**src/rtl/uart_rx.sv**
```systemverilog
// uart_rx: 8N1 UART receiver that samples the line at 16x the baud rate.
// It rejects start-bit glitches and flags framing errors.
// Ports:
//   clk        system clock
//   reset      asynchronous, active-high
//   rx         serial line; idle high; asynchronous to clk
//   rx_data    last correctly framed byte; held until the next good frame
//   rx_done    one-clk pulse when rx_data has been updated
//   rx_busy    high in every FSM state except IDLE
//   frame_err  one-clk pulse when the stop bit is sampled low
module uart_rx #(
  parameter int CLK_FREQ   = 100_000_000,
  parameter int BAUD       = 9600,
  parameter int OVERSAMPLE = 16,
  parameter int TICK_DIV   = CLK_FREQ / (BAUD * OVERSAMPLE)
) (
  input  logic       clk,
  input  logic       reset,
  input  logic       rx,
  output logic [7:0] rx_data,
  output logic       rx_done,
  output logic       rx_busy,
  output logic       frame_err
);

  localparam int TW = (TICK_DIV > 1) ? $clog2(TICK_DIV) : 1;

  localparam logic [2:0] IDLE      = 3'd0;
  localparam logic [2:0] START     = 3'd1;
  localparam logic [2:0] DATA      = 3'd2;
  localparam logic [2:0] STOP      = 3'd3;
  localparam logic [2:0] WAIT_HIGH = 3'd4;

  // Synchronizer flops reset to the idle level, so reset never looks like a start bit.
  logic rx_m, rx_s;
  always_ff @(posedge clk or posedge reset) begin
    if (reset) begin
      rx_m <= 1'b1;
      rx_s <= 1'b1;
    end else begin
      rx_m <= rx;
      rx_s <= rx_m;
    end
  end

  // Free-running sample tick. It is deliberately not realigned to the start edge.
  // The up-to-one-tick phase error is absorbed by sampling at mid-bit.
  logic [TW-1:0] t_cnt;
  logic          tick;
  assign tick = (t_cnt == TW'(TICK_DIV - 1));

  always_ff @(posedge clk or posedge reset) begin
    if (reset)     t_cnt <= '0;
    else if (tick) t_cnt <= '0;
    else           t_cnt <= t_cnt + 1'b1;
  end

  logic [2:0] state;
  logic [3:0] s_cnt;
  logic [2:0] b_cnt;
  logic [7:0] shreg;

  assign rx_busy = (state != IDLE);

  always_ff @(posedge clk or posedge reset) begin
    if (reset) begin
      state     <= IDLE;
      s_cnt     <= '0;
      b_cnt     <= '0;
      shreg     <= '0;
      rx_data   <= 8'h00;
      rx_done   <= 1'b0;
      frame_err <= 1'b0;
    end else begin
      rx_done   <= 1'b0;
      frame_err <= 1'b0;
      if (tick) begin
        case (state)
          IDLE: begin
            if (!rx_s) begin
              state <= START;
              s_cnt <= '0;
            end
          end
          START: begin
            // Re-check the line at mid start bit. A high here means the low was a glitch.
            if (s_cnt == 4'd7) begin
              s_cnt <= '0;
              b_cnt <= '0;
              state <= rx_s ? IDLE : DATA;
            end else begin
              s_cnt <= s_cnt + 1'b1;
            end
          end
          DATA: begin
            if (s_cnt == 4'd15) begin
              s_cnt <= '0;
              shreg <= {rx_s, shreg[7:1]};
              if (b_cnt == 3'd7) state <= STOP;
              else               b_cnt <= b_cnt + 1'b1;
            end else begin
              s_cnt <= s_cnt + 1'b1;
            end
          end
          STOP: begin
            // Leaving at mid stop bit leaves half a bit of margin for a back-to-back start edge.
            if (s_cnt == 4'd15) begin
              s_cnt <= '0;
              if (rx_s) begin
                rx_data <= shreg;
                rx_done <= 1'b1;
                state   <= IDLE;
              end else begin
                frame_err <= 1'b1;
                state     <= WAIT_HIGH;
              end
            end else begin
              s_cnt <= s_cnt + 1'b1;
            end
          end
          WAIT_HIGH: begin
            // A held-low line (break) must not retrigger reception.
            if (rx_s) state <= IDLE;
          end
          default: state <= IDLE;
        endcase
      end
    end
  end

endmodule
```
**config.mk**
```make
export PLATFORM = sky130hd
export DESIGN_NAME = uart_rx
export DESIGN_NICKNAME = d
export VERILOG_FILES = /design/src/rtl/uart_rx.sv
export SDC_FILE = /design/constraint.sdc
export NUM_CORES = 1
export LEC_CHECK = 0
export ABC_AREA = 1
export BUFFER_PORTS_ARGS = -buffer_cell sky130_fd_sc_hd__buf_2
export CORE_ASPECT_RATIO = 0.7
export CORE_UTILIZATION = 53
export CTS_CLUSTER_SIZE = 20
export DETAILED_ROUTE_END_ITERATION = 8
export PLACE_DENSITY = 0.83
export REMOVE_ABC_BUFFERS = 1
export SETUP_SLACK_MARGIN = 0.02
export SLEW_MARGIN = 40
export SYNTH_ARGS = -nofsm -noshare
export SYNTH_HDL_FRONTEND = slang
export SYNTH_SLANG_ARGS = --single-unit
```
**constraint.sdc**
```tcl
create_clock -name clk -period 1.5 [get_ports clk]
set_clock_uncertainty 0.15 [all_clocks]
set_input_delay 0.375 -clock clk [delete_from_list [all_inputs] [get_ports clk]]
set_output_delay 0.375 -clock clk [all_outputs]
set_load 0.01 [all_outputs]
```
==> flow_summary_export.csv <==
group,metric,value,unit
cells_and_area,fillers,230,
clock_tree,tritoncts,"yes",
min_path,min_path_type,"in -> reg",
critical_path,path_cells,"ha_4 > buf_4 > nand3_1 > nand2_2 > nand2_1 > nor2_2 > nand2_2 > nand2_1 > nand2_1",
cells_and_area,fin_nets,318,
grt,overflow,0,
drt,wl,5.676,mm
cells_and_area,area_delta_synth_final,38.18,%
drt,vias,1992,
critical_path,regToRegEndpoint,"state[0]$_DFFE_PP0P_",
critical_path,cp.required,1.54,ns
yosys,synth_seq_cells,40,
yosys,synth_top_area_cell,"dfrtp_1",
min_path,hold_depth,1,
job,maxCapViolations,0,
grt,grt_pass1_vias,1934,
grt,grtUsageTotal,29.57,%
grt,grt_pass1_wl,8.569,mm
critical_path,startpoint_type,"flip-flop",
clock_tree,cts_made_buffers,5,
floorplan,start_util,56.29,%
critical_path,timing.rr.start,"s_cnt[0]$_DFFE_PP0P_",
critical_path,r2r_setup_slack,-0.15,ns
yosys,synth_area_leaders,"dfrtp_1 47%, nand2_1 15%, nand3_1 7.9%",
sta,final_hold_viol_count,0,
critical_path,endpoint_kind,"flip-flop",
sta,rsz0062_at_grt,"yes",
placement,place_congestion,0.9693,
yosys,syn_area_per_cell,8.095,µm²
floorplan,fp.dieH,53.60,µm
clock_tree,clock_sinks,40,
critical_path,slowest_delay,0.42,ns
floorplan,num_io_pins,14,
drt,ant_nets,0,
grt,grt_max_degree,41,
floorplan,core,3581,µm²
sta,setup_viol,33,
critical_path,crit_type,"reg -> reg",
sta,drv_slew,0,
cells_and_area,drive_above_1_share,37.30,%
outcome,violations,"setup timing",
floorplan,die_w,75.71,µm
drt,viasPerCell,5.518,
sta,final.setup.tns,-3.601,ns
pwr,ir_drop,491.8,µV
min_path,hold_end,"rx_m$_DFF_PP1_",
yosys,ys.flop_type,"dfrtp_1",
placement,portBuffers,13,
pwr,p_leak,1.550,nW
critical_path,crit_top_cell,"nand2_1",
critical_path,path_buf_inv,1,
drt,drt-initial-drc-count,184,
floorplan,rows,18,
clock_tree,clockBufferDepth,2,
pwr,total_power,0.002051,W
sta,slew_headroom,84.10,%
cells_and_area,utilization,77.78,%
yosys,synthesis.area,2016,µm²
yosys,synth_top_area_share,47.18,%
yosys,ys_async_sr_fraction,100.0,%
pwr,power.density,736.6,nW/µm²
clock_tree,htree_levels,2,
critical_path,cp_slowest_cell,"dfrtp_1",
placement,place_ws,-0.2320,ns
outcome,status,"complete, but fails checks",
critical_path,cpLargestDelayFamily,"simple AND/OR/NAND/NOR gates",
yosys,synthMostInstantiatedCell,"nand2_1",
critical_path,crit_arrival,1.69,ns
min_path,hold_start,"rx",
yosys,ys_warn_count,0,
grt,grt_antenna_before_repair,0,
yosys,synth_edf_count,0,
sta,period_minus_slack,1.653,ns
sta,tightest_slew,0.2383,ns
placement,hpwl,3.209,mm
critical_path,crit_fanout,3,
clock_tree,clk_latency,0.30,ns
yosys,synthTopCellsByCount,"82 x nand2_1, 38 x dfrtp_1, 32 x nand3_1",
floorplan,dieArea,4058,µm²
yosys,yosysSeqAreaShare,49.78,%
drt,firstDrtPassIters,4,
yosys,synth_cells,249,
sta,min_period_over_period,110.2,%
yosys,netlist-cell-type-count,29,
critical_path,reg2reg_depth,9,
cells_and_area,antenna_cells,0,
drt,wire_per_inst,15.72,µm
drt,drcViolationCount,0,
clock_tree,clockRootBuffer,"clkbuf_8",
sta,setup_ws,-0.1528,ns
sta,max_freq,605.0,MHz
clock_tree,path_clk_slew,0.09,ns
cells by family after synthesis:
family / after synthesis / share of synthesized area, %
and+or+nand+nor: 163 / 36.69
AOI/OAI and AO/OA: 7 / 1.862
DFF: 40 / 49.78
buffers and inverters: 29 / 6.393
adders and majority gates: 5 / 3.104
xor gates and xnor gates: 5 / 2.172
how the worst max path moves through the flow:
stage	start	end	slack, ns	depth (start not counted)
global placement	t_cnt[0]$_DFF_PP0_	state[2]$_DFFE_PP0P_	-0.18	9
global route	t_cnt[0]$_DFF_PP0_	state[1]$_DFFE_PP0P_	-0.22	10
detailed placement	t_cnt[0]$_DFF_PP0_	rx_data[0]$_DFFE_PP0P_	-0.23	9
CTS	t_cnt[0]$_DFF_PP0_	rx_data[0]$_DFFE_PP0P_	-0.13	9
floorplan	t_cnt[0]$_DFF_PP0_	rx_data[0]$_DFFE_PP0P_	-0.20	9
finish	s_cnt[0]$_DFFE_PP0P_	state[0]$_DFFE_PP0P_	-0.15	9
power breakdown:
group	total, W	internal (W)	switching [W]
logic	0.0000402	0.0000110	0.0000292
registers	0.00109	0.00108	0.00000387
clock network	0.000925	0.000502	0.000424
routing by layer:
metal  share of wire (%)  track usage [%]
met1                  40            35.71
met2                  50            51.19
met3                 5.4            5.056
met4                 3.7            15.74
met5                   0                0
final cells by class:
class                      instances  area [µm²]  share of cell area [%]
inverter                          26       101.3                   3.639
clock inverter                     3       46.29                   1.662
tap                               50       62.56                   2.246
timing repair buffer              57       440.4                   15.81
sequential                        40        1005                   36.07
multi-input combinational        180        1061                   38.10
clock buffer                       5       68.82                   2.471
timing repair:
action / 4_1_cts / 5_1_grt
hold endpoints to repair: 38 / 0
hold buffers: 1 / 0
pin swaps: 17 / 16
buffers inserted: 5 / 10
endpoints found under the setup margin: 38 / 36
resized for setup: 39 / 20
worst reg2reg max path: stages, from the launching register on:
cell and delay (ns):
dfrtp_1 0.42, ha_4 0.19, buf_4 0.13, nand3_1 0.12
nand2_2 0.13, nand2_1 0.10, nor2_2 0.11, nand2_2 0.08
nand2_1 0.06, nand2_1 0.05
layout by cell type (no fill, tap or decap), drive strengths merged:
cell type | Yosys | routed
a31oi | 2 | 2
xnor2 | 1 | 1
nor4 | 1 | 1
nand3b | 1 | 1
a21oi | 2 | 2
xor2 | 4 | 4
bufinv | 0 | 1
nor3 | 2 | 2
clkinvlp | 0 | 2
nand4 | 5 | 5
inv | 25 | 26
nor2 | 35 | 35
dlygate4sd3 | 0 | 1
ha | 5 | 5
clkbuf | 0 | 5
o21ai | 3 | 3
nand3 | 34 | 34
dfrtp | 38 | 38
nand2 | 84 | 84
or2 | 1 | 1
dfstp | 2 | 2
buf | 3 | 56
through the flow:
stage | std cells | area [µm²] | hold WS (ns)
3_3_place_gp | 340 | 2357 | 0.1992
4_1_cts | 353 | 2656 | 0.02556
6_report | 361 | 2785 | 0.01998
3_5_place_dp | 340 | 2357 | 0.2011
5_1_grt | 361 | 2785 | 0.02344
2_1_floorplan | 246 | 1984 | 0.1952
state kept, by name, indices dropped and copies added, names as in the netlist, 3 cells and up:
signal	flops
t_cnt	10
rx_data	8
shreg	8
s_cnt	4
b_cnt	3
state	3
Note: power is estimated with default switching activity, not from simulation.
